## src/rtl/fact_accel_if.sv

```systemverilog
// -----------------------------------------------------------------------------
// fact_accel_if
// Data-memory bus seen by the factorial accelerator.
//   sel : block select from the system address decoder
//   a   : word offset within the 16-byte window (byte address bits [3:2])
//   we  : write enable (qualified by sel inside the slave)
//   wd  : write data
//   rd  : read data, driven combinationally by the slave
// Modports: master drives sel/a/we/wd and samples rd; slave is the reverse.
// -----------------------------------------------------------------------------
interface fact_accel_if #(
  parameter int WIDTH = 32
);
  logic             sel;
  logic [1:0]       a;
  logic             we;
  logic [WIDTH-1:0] wd;
  logic [WIDTH-1:0] rd;

  modport master (output sel, output a, output we, output wd, input rd);
  modport slave  (input sel, input a, input we, input wd, output rd);
endinterface

```

## src/rtl/fact_accel_slave.sv

```systemverilog
// -----------------------------------------------------------------------------
// fact_accel_slave
// Memory-mapped iterative factorial accelerator (one multiply per cycle).
// Ports:
//   clk : system clock, rising-edge active
//   rst : asynchronous active-low reset
//   bus : fact_accel_if slave modport (sel, a, we, wd in; rd out)
// Register map (word offset):
//   0 N      : R/W, low N_WIDTH bits stored, read back zero-extended
//   1 GO     : W, wd[0]=1 starts a computation while idle; reads 0
//   2 STATUS : R, {busy, err, done} in bits [2:0]
//   3 RESULT : R, last factorial (0 after an out-of-range request)
// Reads are combinational; rd is 0 whenever sel is low.
// -----------------------------------------------------------------------------
module fact_accel_slave #(
  parameter int WIDTH   = 32,
  parameter int N_WIDTH = 4,
  parameter int N_MAX   = 12
) (
  input  logic          clk,
  input  logic          rst,
  fact_accel_if.slave   bus
);

  localparam logic [0:0] IDLE = 1'b0;
  localparam logic [0:0] BUSY = 1'b1;

  localparam logic [N_WIDTH-1:0] N_MAX_C = N_WIDTH'(N_MAX);
  localparam logic [N_WIDTH-1:0] CNT_ONE = N_WIDTH'(1);

  localparam logic [1:0] OFF_N      = 2'd0;
  localparam logic [1:0] OFF_GO     = 2'd1;
  localparam logic [1:0] OFF_STATUS = 2'd2;
  localparam logic [1:0] OFF_RESULT = 2'd3;

  logic [0:0]         state_q,   state_d;
  logic [N_WIDTH-1:0] n_q,       n_d;
  logic [N_WIDTH-1:0] cnt_q,     cnt_d;
  logic [WIDTH-1:0]   product_q, product_d;
  logic [WIDTH-1:0]   result_q,  result_d;
  logic               done_q,    done_d;
  logic               err_q,     err_d;
  logic               busy_q,    busy_d;

  logic               wr_en_s;
  logic               go_s;
  logic [WIDTH-1:0]   rd_s;

  assign wr_en_s = bus.we & bus.sel;
  assign go_s    = wr_en_s & (bus.a == OFF_GO) & bus.wd[0];

  // Next-state logic: N register writes, GO acceptance and the multiply loop.
  always_comb begin
    state_d   = state_q;
    n_d       = n_q;
    cnt_d     = cnt_q;
    product_d = product_q;
    result_d  = result_q;
    done_d    = done_q;
    err_d     = err_q;
    busy_d    = busy_q;

    // N is writable in any state; a running job keeps its own copy in cnt.
    if (wr_en_s && (bus.a == OFF_N)) begin
      n_d = bus.wd[N_WIDTH-1:0];
    end else begin
      n_d = n_q;
    end

    case (state_q)
      IDLE: begin
        if (go_s) begin
          if (n_q <= N_MAX_C) begin
            state_d   = BUSY;
            busy_d    = 1'b1;
            done_d    = 1'b0;
            err_d     = 1'b0;
            cnt_d     = n_q;
            product_d = {{(WIDTH-1){1'b0}}, 1'b1};
          end else begin
            // Out-of-range N: report immediately without entering BUSY.
            err_d    = 1'b1;
            done_d   = 1'b1;
            result_d = {WIDTH{1'b0}};
          end
        end else begin
          state_d = IDLE;
        end
      end
      BUSY: begin
        // cnt<=1 covers N=0 and N=1, whose product stays at 1.
        if (cnt_q <= CNT_ONE) begin
          result_d = product_q;
          done_d   = 1'b1;
          busy_d   = 1'b0;
          state_d  = IDLE;
        end else begin
          product_d = product_q * {{(WIDTH-N_WIDTH){1'b0}}, cnt_q};
          cnt_d     = cnt_q - CNT_ONE;
        end
      end
      default: begin
        state_d = IDLE;
        busy_d  = 1'b0;
      end
    endcase
  end

  // State registers with asynchronous active-low reset.
  always_ff @(posedge clk or negedge rst) begin
    if (!rst) begin
      state_q   <= IDLE;
      n_q       <= {N_WIDTH{1'b0}};
      cnt_q     <= {N_WIDTH{1'b0}};
      product_q <= {WIDTH{1'b0}};
      result_q  <= {WIDTH{1'b0}};
      done_q    <= 1'b0;
      err_q     <= 1'b0;
      busy_q    <= 1'b0;
    end else begin
      state_q   <= state_d;
      n_q       <= n_d;
      cnt_q     <= cnt_d;
      product_q <= product_d;
      result_q  <= result_d;
      done_q    <= done_d;
      err_q     <= err_d;
      busy_q    <= busy_d;
    end
  end

  // Combinational read mux so the single-cycle core sees data in the same cycle.
  always_comb begin
    rd_s = {WIDTH{1'b0}};
    if (bus.sel) begin
      case (bus.a)
        OFF_N:      rd_s = {{(WIDTH-N_WIDTH){1'b0}}, n_q};
        OFF_GO:     rd_s = {WIDTH{1'b0}};
        OFF_STATUS: rd_s = {{(WIDTH-3){1'b0}}, busy_q, err_q, done_q};
        OFF_RESULT: rd_s = result_q;
        default:    rd_s = {WIDTH{1'b0}};
      endcase
    end else begin
      rd_s = {WIDTH{1'b0}};
    end
  end

  assign bus.rd = rd_s;

endmodule
```

## src/flat_wrapper.sv

```systemverilog
// flat-port wrapper written by rule: the top's interface ports become plain ports
module fact_accel_slave_flat 
#(
  parameter int WIDTH   = 32,
  parameter int N_WIDTH = 4,
  parameter int N_MAX   = 12
)
  (clk, rst, bus_sel, bus_a, bus_we, bus_wd, bus_rd);
  fact_accel_if #(.WIDTH(WIDTH)) bus_i ();
  input  logic clk;
  input  logic rst;
  input wire logic [$bits(bus_i.sel)-1:0] bus_sel;
  input wire logic [$bits(bus_i.a)-1:0] bus_a;
  input wire logic [$bits(bus_i.we)-1:0] bus_we;
  input wire logic [$bits(bus_i.wd)-1:0] bus_wd;
  output wire logic [$bits(bus_i.rd)-1:0] bus_rd;
  assign bus_i.sel = bus_sel;
  assign bus_i.a = bus_a;
  assign bus_i.we = bus_we;
  assign bus_i.wd = bus_wd;
  assign bus_rd = bus_i.rd;
  fact_accel_slave #(.WIDTH(WIDTH), .N_WIDTH(N_WIDTH), .N_MAX(N_MAX)) u_core (.clk(clk), .rst(rst), .bus(bus_i));
endmodule
```

## config.mk

```make
export PLATFORM = sky130hd
export DESIGN_NAME = fact_accel_slave_flat
export DESIGN_NICKNAME = d
export VERILOG_FILES = /design/src/rtl/fact_accel_if.sv /design/src/rtl/fact_accel_slave.sv /design/src/flat_wrapper.sv
export SDC_FILE = /design/constraint.sdc
export NUM_CORES = 1
export LEC_CHECK = 0
export BUFFER_PORTS_ARGS = -buffer_cell sky130_fd_sc_hd__buf_2
export CORE_MARGIN = 5
export CORE_UTILIZATION = 55
export CTS_CLUSTER_DIAMETER = 30
export CTS_CLUSTER_SIZE = 16
export DETAILED_ROUTE_END_ITERATION = 16
export GPL_TIMING_DRIVEN = 1
export PLACE_DENSITY = 0.76
export SLEW_MARGIN = 20
export SYNTH_ARGS = -nofsm -noshare
export SYNTH_HDL_FRONTEND = slang
export SYNTH_SLANG_ARGS = --single-unit
```

## constraint.sdc

```tcl
create_clock -name clk -period 6.7 [get_ports clk]
set_input_delay 0.335 -clock clk [delete_from_list [all_inputs] [get_ports clk]]
set_output_delay 0.335 -clock clk [all_outputs]
set_load 0.05 [all_outputs]
```

=== After elaboration in Yosys (flattened, before gate mapping) ===
Index checks and enable logic that the tools add are counted.
W data, S select, Z words.

* Flip-flop bits (word level): 76
* Input port bits: 38
* Output and inout port bits: 32

* $add $sub $neg: 1
* Multiply operators: 1
* Order comparisons: 2
* Eq/ne operators: 8
* Multiplexer cells: 26
* Bitwise logic cells: 4
* Reduce and logical (&&, ||, !) cells: 7

{| class="wikitable"
|+ Operators with widths
! kind !! count
|-
| $mux W32 || 7
|-
| $pmux W32 S2 || 2
|-
| $pmux W32 S4 || 1
|-
| $mul A32 B4 Y32 || 1
|-
| $mux W4 || 3
|-
| $mux W1 || 9
|-
| $reduce_and A3 Y1 || 3
|-
| $pmux W4 S2 || 1
|-
| $ne A2 B2 Y1 const B || 3
|-
| $pmux W1 S2 || 3
|-
| $eq A2 B2 Y1 const B || 2
|-
| $le A4 B1 Y1 const B || 1
|-
| $le A4 B4 Y1 const B || 1
|-
| $ne A2 B1 Y1 const B || 2
|-
| $reduce_and A2 Y1 || 2
|-
| $sub A4 B1 Y4 const B || 1
|-
| $and A1 B1 Y1 || 3
|-
| $eq A2 B1 Y1 const B || 1
|-
| $logic_not A2 Y1 || 1
|-
| $logic_and A1 B1 Y1 || 1
|-
| $not A1 Y1 || 1
|}

=== Longest topological paths before layout ===
Gate-level depths: netlist of the first run.

* Depth after elaboration: 5
* Depth in mapped cells: 15

=== Worst setup path before layout of the first run ===
No wires, ideal clock.

* Path type: register to register
* Start point: register u_core.cnt_q[3]
* End point: register u_core.product_q[30]
* Library setup time: 0.129 ns
* Arrival time: 3.642 ns
* Required time: 6.571 ns
* Slack: 2.928 ns
* Cell stages (with the launch flop): 15
* Path buffers: 2
* Path through: dfrtp_1 -> clkbuf_1 -> and2_1 -> fa_1 -> inv_1 -> fa_1 -> inv_1 -> ha_1 -> buf_2 -> nand3_2 -> or4_4 -> o311a_4 -> o221ai_2 -> xnor2_1 -> o21ai_1

* Word-level cells in the longest chain between the ends: 3

{| class="wikitable"
|+ RTL lines
! element !! line !! source
|-
| start, declared || fact_accel_slave.sv:38 || <nowiki>logic [N_WIDTH-1:0] cnt_q, cnt_d;</nowiki>
|-
| start signal, assigned || fact_accel_slave.sv:114 || <nowiki>cnt_q <= {N_WIDTH{1'b0}};</nowiki>
|-
| start signal, assigned || fact_accel_slave.sv:123 || <nowiki>cnt_q <= cnt_d;</nowiki>
|-
| $mul A32 B4 Y32 / $le A4 B1 Y1 (equally long branches) || fact_accel_slave.sv:98, fact_accel_slave.sv:92 ||
|-
| $mux W32 / $ne A2 B2 Y1 (equally long branches) || -- ||
|-
| $pmux W32 S2 / $reduce_and A3 Y1 (equally long branches) || -- ||
|-
| end signal, assigned || fact_accel_slave.sv:115 || <nowiki>product_q <= {WIDTH{1'b0}};</nowiki>
|-
| end signal, assigned || fact_accel_slave.sv:124 || <nowiki>product_q <= product_d;</nowiki>
|-
| end, declared || fact_accel_slave.sv:39 || <nowiki>logic [WIDTH-1:0] product_q, product_d;</nowiki>
|}

Parallel ways exist; a longest one is shown, timed or not. The select of a mux whose other input is x is not followed.
A chain may end at the register's enable or synchronous reset.

=== Worst setup path in the final report of the first run ===
* Start point: register u_core.cnt_q[3]
* End point: register u_core.product_q[28]

The elaborated chain is that of the path after synthesis.

==> results of run 1 <==
per-layer routing:
layer  vias to the layer above  wire length [microns]
met3                        26                    891
li1                       2856                      -
met4                         0                    282
met1                      2911                   8010
met5                         -                      0
met2                       148                   7770
area by class of cell:
class                   count  area (sq um)
well taps                 172           215
clock inverters             4          48.8
clock buffers              12           246
flip-flops and latches     76          1900
multi-input cells         642          4700
inverters                 116           435
fillers                  1156          4910
repair buffers             48           264
registers in the layout, indices dropped and copies added, names as in the netlist:
name,flops
u_core.result_q,32
u_core.busy_q,1
u_core.err_q,1
u_core.n_q,4
u_core.cnt_q,4
u_core.state_q,1
u_core.product_q,32
u_core.done_q,1
kinds of logic (layout without fill, tap and decap cells):
logic type,after synthesis,count (layout),synth area share
AND/OR/NAND/NOR,342,342,0.238
AO/OA/AOI/OAI,173,173,0.150
buffers and inverters,158,180,0.0830
adder cells (fa/ha/maj),91,91,0.218
flip-flops,76,76,0.265
XOR/XNOR,29,29,0.0353
multiplexers,7,7,0.0110
power by group through the flow:
| stage | logic (mW) | clock network [mW] | registers [mW] |
|---|---|---|---|
| finish | 1.05 | 0.492 | 0.788 |
| detailed placement | 1.04 | 0 | 0.789 |
| global placement | 0.999 | 0 | 0.784 |
| CTS | 1.05 | 0.498 | 0.782 |
| global route | 1.20 | 0.517 | 0.812 |
| floorplan | 0.832 | 0 | 0.684 |
per-stage QoR:
| stage | area [sq um] | util | instances |
|---|---|---|---|
| global placement | 7520 | 0.591 | 1054 |
| detailed placement | 7520 | 0.591 | 1054 |
| CTS | 7810 | 0.614 | 1070 |
| global route | 7820 | 0.614 | 1070 |
| floorplan | 7190 | - | 876 |
| finish | 7820 | 0.614 | 1070 |
worst register-to-register path, delay by kind of cell, from the launching register on:
kind / cells / cell delay, ns
and+or+nand+nor: 3 / 0.59
adders and majority gates: 3 / 1.45
DFF: 1 / 0.57
AOI/OAI and AO/OA: 5 / 1.16
buffers and inverters: 3 / 0.43
cells in the final DEF (no fill, tap or decap), drive strengths merged, types with 3 or more instances in the layout:
master,instances
o21ai,82
mux2,7
clkinv,3
nand3,9
buf,48
and2,116
nor3b,3
xnor2,14
nor3,6
nand4,5
nand2,150
a211o,3
and3,7
nor2,22
nand2b,5
xor2,15
a21o,12
inv,116
a221o,3
clkbuf,12
a22o,3
dfrtp,76
a22oi,3
or3,4
a21oi,31
ha,34
a211oi,3
fa,57
a31oi,5
o211ai,5
nor2b,7
worst paths after layout:
kind                                                start                               end  slack (ns)  depth (start not counted)
max in group asynchronous                             rst       u_core.cnt_q[1]$_DFFE_PN0P_        6.13                          1
min in group clk                                bus_wd[2]         u_core.n_q[2]$_DFFE_PN0P_        0.24                          2
max                           u_core.cnt_q[3]$_DFFE_PN0P_  u_core.product_q[28]$_DFFE_PN0P_        2.37                         14
max reg2reg                   u_core.cnt_q[3]$_DFFE_PN0P_  u_core.product_q[28]$_DFFE_PN0P_        2.37                         14
min reg2reg                u_core.result_q[4]$_DFFE_PN0P_    u_core.result_q[4]$_DFFE_PN0P_        0.47                          2
min                                                   rst   u_core.product_q[9]$_DFFE_PN0P_       0.005                          1
==> results.py, run 1 <==
metrics = {
    "job": {
        "cap_violations": 0,
    },
    "floorplanning": {
        "start_util": 0.565,
        "die-width_microns": 124,
        "io_pins": 70,
        "design.core.area_sq_um": 12700,
        "die_area_sq_um": 15500,
        "row_count": 41,
        "die_h_microns": 124,
    },
    "timing": {
        "finalCritPeriodShare": 0.646,
        "setup_slack_ns": 2.37,
        "drv_slew": 0,
        "tightest_slew_ns": 0.942,
        "hold_slack_ns": 0.00529,
        "rsz0062_at_grt": "no",
        "final_hold_viol_count": 0,
        "relSlewSlack": 0.370,
        "timing.final.crit_period_ns": 4.33,
        "final.setup.tns_ns": 0,
        "fin_skew_ns": 0.00563,
        "fmax_mhz": 231,
        "setup_viol": 0,
    },
    "power": {
        "p_per_area_nw_per_um2": 298,
        "switching_share": 0.455,
        "power_frac_clock": 0.211,
        "pwr-share-comb": 0.451,
        "pwr-share-seq": 0.338,
        "p_total_mw": 2.33,
        "p_leak_nw": 3.85,
        "p_sw_mw": 1.06,
        "ir_drop_v": 0.000149,
        "p_int_mw": 1.27,
    },
    "synth": {
        "synth_edf_count": 0,
        "yosys_register_bits": 76,
        "synth.most_common_cell": "nand2_1",
        "syn_nets": 1005,
        "synthFlopType": "dfrtp_1",
        "synthTopCellsByCount": "150 x nand2_1, 116 x and2_1, 116 x inv_1, 76 x dfrtp_1, 76 x o21ai_0",
        "netlist.area_leader.share": 0.265,
        "yosysTopAreaCell": "dfrtp_1",
        "yosys_warnings": 0,
        "ys_top_cells_by_area": "dfrtp_1 26%, fa_1 16%, and2_1 10%, nand2_1 7.8%, inv_1 6.1%",
        "ys_types": 58,
        "async_reset_ff_frac": 1.00,
        "synth.avg_cell_area_sq_um": 8.21,
        "yosysSeqAreaShare": 0.265,
        "synth_cells": 876,
        "synthesis.area_sq_um": 7190,
    },
    "drt": {
        "avgRoutedWirePerCell_microns": 15.8,
        "first_pass_iters": 7,
        "vias": 5941,
        "routed_wl_mm": 17.0,
        "drt_iter0_markers": 443,
        "viasPerCell": 5.55,
        "drc": 0,
        "antenna_left": 0,
    },
    "worst_setup_path": {
        "path_cells": "buf_4, and2_1, fa_1, inv_1, fa_1, inv_1, ha_1, a21o_1, a21oi_1, nor2_1, o41ai_1, a31oi_1, or3_1, a32o_1",
        "end_kind": "flip-flop",
        "required_ns": 6.93,
        "crit_path_max_incr_delay_ns": 0.57,
        "path_class": "reg -> reg",
        "critPathMaxFanout": 20,
        "start_kind": "flip-flop",
        "worstPathArrival_ns": 4.56,
        "cp.buffers_inverters": 3,
        "crit_slowest_cell": "dfrtp_1",
        "crit_family": "adder cells",
    },
    "global_route": {
        "grtUsageMet2": 0.357,
        "grt_pass1_vias": 5797,
        "grt_max_degree": 77,
        "use_met1": 0.326,
        "grt_antenna_before_repair": 0,
        "grt_pass1_wl_mm": 29.1,
        "grt_usage": 0.226,
        "busiest_layer": "met2",
        "grt-ovfl-total": 0,
        "use_met3": 0.0270,
    },
    "final_layout": {
        "syn_to_final_growth_pct": 8.74,
        "diodes": 0,
        "drive_gt1_frac": 0.0902,
        "fin_nets": 1022,
    },
    "clocking": {
        "clkTransAtPathRegs_ns": 0.06,
        "cts_tree": "yes",
        "clockBufferDepth": 2,
        "cts_root_buffer": "clkbuf_16",
        "worstSkewPairLatency_ns": 0.34,
        "cts_max_level": 3,
        "cts_made_buffers": 9,
        "holdBufCountCts": 0,
        "ctsResizeCount": 0,
        "numClockSinks": 76,
        "cts_setup_buffers": 0,
    },
    "placed_design": {
        "gp_congestion": 0.930,
        "port_buffers": 41,
        "dp_hpwl_mm": 12.1,
        "post-place-ws_ns": 2.08,
    },
    "outcome": {
        "status": "finished clean",
    },
    "worst_hold_path": {
        "hp-class": "in -> async",
    },
}
Note: power is estimated with default switching activity, not from simulation.
==> inputs of run 2 (changes only) <==
Clock period 6.7 ns to 4.5 ns, I/O delays scaled along.
==> results.py, run 2 (synthesis gave the netlist of run 1 again) <==
metrics = {
    "worst_setup_path": {
        "start_kind": "flip-flop",
        "required_ns": 4.73,
        "worstPathArrival_ns": 4.54,
        "end_kind": "flip-flop",
        "path_class": "reg -> reg",
        "critPathMaxFanout": 13,
    },
    "final_layout": {
        "drive_gt1_frac": 0.0994,
        "syn_to_final_growth_pct": 9.66,
        "final_common_cell": "nand2_1",
        "largest_registers": "u_core.product_q x32, u_core.result_q x32",
        "fin_nets": 1029,
        "finalInstanceArea_sq_um": 7880,
        "mostFrequentLayoutCells": "150 x nand2_1, 116 x and2_1, 116 x inv_1, 76 x dfrtp_1, 75 x o21ai_0",
        "final_util": 0.620,
        "diodes": 0,
    },
    "clocking": {
        "cts_max_level": 3,
        "cts_tree": "yes",
        "worstSkewPairLatency_ns": 0.34,
        "numClockSinks": 76,
        "cts_root_buffer": "clkbuf_16",
        "clockBufferDepth": 2,
        "cts_made_buffers": 9,
        "holdBufCountCts": 0,
        "clkTransAtPathRegs_ns": 0.06,
    },
    "floorplanning": {
        "io_pins": 70,
        "row_count": 41,
        "design.core.area_sq_um": 12700,
        "start_util": 0.565,
        "die-width_microns": 124,
        "die_h_microns": 124,
        "die_area_sq_um": 15500,
    },
    "drt": {
        "antenna_left": 0,
        "drt_iter0_markers": 647,
        "drc": 0,
        "first_pass_iters": 7,
        "viasPerCell": 5.59,
        "vias": 6021,
        "dr_wl_met2_mm": 7.45,
        "avgRoutedWirePerCell_microns": 15.4,
        "route.met3.wl_microns": 873,
        "wirelength_met1_mm": 7.95,
        "top_layer_used": "met4",
        "routed_wl_mm": 16.6,
    },
    "power": {
        "p_total_mw": 3.52,
        "p_leak_nw": 3.89,
        "p_per_area_nw_per_um2": 447,
        "ir_drop_v": 0.000237,
    },
    "worst_hold_path": {
        "hp-class": "in -> async",
    },
    "timing": {
        "timing.final.crit_period_ns": 4.32,
        "final_hold_viol_count": 0,
        "fin_skew_ns": 0.00729,
        "hold_slack_ns": 0.0255,
        "setup_viol": 0,
        "relSlewSlack": 0.345,
        "drv_slew": 0,
        "final.setup.tns_ns": 0,
        "tightest_slew_ns": 0.983,
        "fmax_mhz": 232,
        "rsz0062_at_grt": "no",
        "finalCritPeriodShare": 0.959,
    },
    "job": {
        "cap_violations": 0,
    },
    "placed_design": {
        "gp_congestion": 0.909,
        "port_buffers": 41,
        "place_area_sq_um": 7570,
        "dp_hpwl_mm": 12.3,
    },
    "global_route": {
        "grt_usage": 0.225,
        "grt_max_degree": 77,
        "grt_pass1_wl_mm": 29.0,
        "grt_antenna_before_repair": 0,
        "grt_pass1_vias": 5887,
        "grt-ovfl-total": 0,
    },
    "outcome": {
        "status": "finished clean",
    },
}
==> run 2: metal layers <==
metal  global-route usage  vias to the layer above
li1                     -                     2872
met1                0.337                     2961
met2                0.340                      161
met3               0.0292                       27
met4               0.0677                        0
met5                    0                        -
==> run 2: through the flow <==
stage          worst slack [ns]  cells
6_report                  0.185   1077
5_1_grt                  0.0665   1077
4_1_cts                   0.261   1077
3_5_place_dp              0.312   1061
3_3_place_gp              0.326   1061
2_1_floorplan             0.728    876
==> run 2: path summary, 6_finish.rpt <==
| kind | start | slack, ns | end | depth (start not counted) |
|---|---|---|---|---|
| max | u_core.cnt_q[2]$_DFFE_PN0P_ | 0.18 | u_core.product_q[28]$_DFFE_PN0P_ | 14 |
| max reg2reg | u_core.cnt_q[2]$_DFFE_PN0P_ | 0.18 | u_core.product_q[28]$_DFFE_PN0P_ | 14 |
| min | rst | 0.03 | u_core.product_q[8]$_DFFE_PN0P_ | 1 |
| min in group clk | bus_wd[3] | 0.12 | u_core.n_q[3]$_DFFE_PN0P_ | 2 |
| max in group asynchronous | rst | 3.81 | u_core.result_q[22]$_DFFE_PN0P_ | 1 |
| min reg2reg | u_core.result_q[31]$_DFFE_PN0P_ | 0.47 | u_core.result_q[31]$_DFFE_PN0P_ | 2 |
==> run 2: repair_timing <==
item,CTS,global route
buffers inserted,0,0
endpoints found under the setup margin,0,1
gates resized for setup,0,2
==> run 2: cell type report <==
class	count	area, sq um
Timing Repair Buffer	55	313
Fill cell	1124	4840
Sequential cell	76	1900
Inverter	116	435
Clock buffer	9	225
Tap cell	172	215
Multi-Input combinational cell	642	4710
Clock inverter	7	83.8
==> run 2: report_power, final <==
part | leakage, nW | total [mW] | switching [mW] | internal, mW
combinational | 2.72 | 1.60 | 0.997 | 0.600
clock | 0.149 | 0.766 | 0.326 | 0.440
sequential | 1.02 | 1.16 | 0.282 | 0.876
==> run 2: worst max-delay path, cell delays in order, from the launching register on <==
cell and delay, ns:
dfrtp_1 0.53, buf_4 0.26, and2_1 0.20, fa_1 0.51, inv_1 0.06, fa_1 0.52, inv_1 0.04, ha_1 0.39
nand2_1 0.15, or3_1 0.38, nor3_1 0.36, o21ai_1 0.19, a31oi_1 0.24, o21ai_0 0.10, a32o_1 0.26
==> inputs of run 3 (changes only) <==
Settings changed: ABC_AREA set to 1, PLACE_DENSITY 0.76 to 0.75.
==> results.py, run 3 <==
metrics = {
    "worst_setup_path": {
        "path_class": "reg -> reg",
        "path_cells": "buf_4, nand2_1, inv_1, fa_1, inv_1, fa_1, inv_1, ha_1, nand2_1, inv_1, nand2_1, nand2_1, inv_1, nand2_1, a21oi_1, nand3_1, nand3_1, nand2_1",
        "crit_top_cell": "nand2_1",
        "worstPathArrival_ns": 4.04,
        "crit_slowest_cell": "dfrtp_1",
        "end_kind": "flip-flop",
        "critPathMaxFanout": 18,
        "required_ns": 4.73,
        "start_kind": "flip-flop",
        "crit_path_max_incr_delay_ns": 0.65,
    },
    "final_layout": {
        "mostFrequentLayoutCells": "382 x nand2_1, 323 x inv_1, 75 x dfrtp_1, 63 x nor2_1, 57 x fa_1",
        "syn_to_final_growth_pct": 6.67,
        "fin_nets": 1371,
        "diodes": 0,
        "final_common_cell": "nand2_1",
        "fill_cells": 1372,
        "drive_gt1_frac": 0.138,
        "largest_registers": "u_core.product_q x32, u_core.result_q x32",
    },
    "global_route": {
        "grt_pass1_vias": 7125,
        "grt-ovfl-total": 0,
        "grt_antenna_before_repair": 0,
        "grt_usage": 0.231,
        "grt_pass1_wl_mm": 33.7,
        "grt_max_degree": 77,
    },
    "synth": {
        "synth_cells": 1218,
        "synth.avg_cell_area_sq_um": 6.84,
        "synthTopCellsByCount": "382 x nand2_1, 323 x inv_1, 76 x dfrtp_1, 63 x nor2_1, 57 x fa_1",
        "synth_edf_count": 0,
        "async_reset_ff_frac": 1.00,
        "yosysTopAreaCell": "dfrtp_1",
        "yosys_warnings": 0,
        "ys_types": 42,
        "ys_top_cells_by_area": "dfrtp_1 23%, nand2_1 17%, inv_1 15%, fa_1 14%, ha_1 5.1%",
        "syn_nets": 1347,
        "synthFlopType": "dfrtp_1",
        "yosys_register_bits": 76,
        "yosysSeqAreaShare": 0.228,
        "synthesis.area_sq_um": 8330,
        "synth.most_common_cell": "nand2_1",
        "netlist.area_leader.share": 0.228,
    },
    "timing": {
        "relSlewSlack": 0.290,
        "rsz0062_at_grt": "no",
        "final.setup.tns_ns": 0,
        "fmax_mhz": 263,
        "setup_viol": 0,
        "tightest_slew_ns": 1.06,
        "timing.final.crit_period_ns": 3.81,
        "finalCritPeriodShare": 0.846,
        "drv_slew": 0,
        "final_hold_viol_count": 0,
        "fin_skew_ns": 0.0127,
    },
    "power": {
        "pwr-share-seq": 0.299,
        "p_leak_nw": 5.50,
        "p_per_area_nw_per_um2": 486,
        "pwr-share-comb": 0.523,
        "switching_share": 0.501,
        "ir_drop_v": 0.000368,
        "p_int_mw": 2.15,
        "p_sw_mw": 2.16,
        "p_total_mw": 4.32,
        "power_frac_clock": 0.178,
    },
    "clocking": {
        "cts_tree": "yes",
        "clockBufferDepth": 2,
        "holdBufCountCts": 0,
        "numClockSinks": 76,
        "worstSkewPairLatency_ns": 0.35,
        "clkTransAtPathRegs_ns": 0.06,
        "cts_root_buffer": "clkbuf_16",
        "cts_made_buffers": 9,
        "cts_max_level": 3,
        "ctsResizeCount": 0,
        "cts_setup_buffers": 0,
    },
    "drt": {
        "avgRoutedWirePerCell_microns": 13.7,
        "vias": 7200,
        "first_pass_iters": 5,
        "antenna_left": 0,
        "drc": 0,
        "drt_iter0_markers": 396,
        "viasPerCell": 5.02,
        "routed_wl_mm": 19.6,
    },
    "floorplanning": {
        "design.core.area_sq_um": 15000,
        "die-width_microns": 133,
        "row_count": 45,
        "die_area_sq_um": 17700,
        "die_h_microns": 133,
        "start_util": 0.554,
        "io_pins": 70,
    },
    "placed_design": {
        "port_buffers": 41,
        "dp_hpwl_mm": 14.8,
        "gp_congestion": 0.977,
    },
    "outcome": {
        "status": "finished clean",
    },
    "worst_hold_path": {
        "hp-class": "in -> reg",
    },
    "job": {
        "cap_violations": 0,
    },
}
==> run 3: worst paths after layout <==
path                                                    end                        start  depth (start not counted)  slack [ns]
max reg2reg                u_core.product_q[31]$_DFFE_PN0P_  u_core.cnt_q[2]$_DFFE_PN0P_                         18        0.69
min                               u_core.n_q[1]$_DFFE_PN0P_                    bus_wd[1]                          2        0.11
min in group asynchronous   u_core.result_q[10]$_DFFE_PN0P_                          rst                          2        0.49
max in group asynchronous          u_core.state_q$_DFF_PN0_                          rst                          2        3.48
min reg2reg                       u_core.done_q$_DFFE_PN0P_    u_core.done_q$_DFFE_PN0P_                          2        0.50
max                        u_core.product_q[31]$_DFFE_PN0P_  u_core.cnt_q[2]$_DFFE_PN0P_                         18        0.69
==> run 3: logic make-up (layout without fill, tap and decap cells) <==
family | after synthesis | after routing | share of synthesized area
and+or+nand+nor | 572 | 572 | 0.307
buffers and inverters | 369 | 398 | 0.183
AOI/OAI and AO/OA | 100 | 100 | 0.0827
adders and majority gates | 91 | 91 | 0.188
DFF | 76 | 76 | 0.228
xor gates and xnor gates | 6 | 6 | 0.00631
muxes | 4 | 4 | 0.00541
==> run 3: critical path: cells and delay by family (launching register included) <==
family | cells | cell delay, ns
compound gates | 1 | 0.25
fa+ha+maj | 3 | 1.39
buf+inv | 6 | 0.65
flops | 1 | 0.65
simple gates | 8 | 0.76
==> run 3: through the flow <==
step	std cells	area, sq um	setup slack (ns)	util	hold slack [ns]
3_5_place_dp	1418	8560	0.739	0.569	0.450
5_1_grt	1435	8890	0.486	0.591	0.129
6_report	1435	8890	0.691	0.591	0.112
3_3_place_gp	1418	8560	0.810	0.569	0.451
4_1_cts	1434	8870	0.721	0.590	0.0872
2_1_floorplan	1218	8330	1.10	-	-0.0706
==> run 3: power groups by stage <==
stage	clock network, mW	registers (mW)	logic [mW]
detailed placement	0	1.30	2.24
floorplan	0	1.11	1.93
CTS	0.774	1.29	2.27
finish	0.770	1.29	2.26
global route	0.802	1.32	2.58
global placement	0	1.29	2.16
==> run 3: cell type report <==
| cell class | instances | area, sq um | share of cell area |
|---|---|---|---|
| Clock buffer | 10 | 239 | 0.0269 |
| Clock inverter | 6 | 70.1 | 0.00788 |
| Inverter | 334 | 1260 | 0.142 |
| Multi-Input combinational cell | 773 | 4910 | 0.553 |
| Sequential cell | 76 | 1900 | 0.214 |
| Tap cell | 188 | 235 | 0.0265 |
| Timing Repair Buffer | 48 | 267 | 0.0300 |
==> run 3: metal layers <==
| layer | track usage | routed length [microns] |
|---|---|---|
| met5 | 0 | 0 |
| met4 | 0.0749 | 370 |
| met3 | 0.0230 | 682 |
| met2 | 0.402 | 9680 |
| met1 | 0.305 | 8890 |
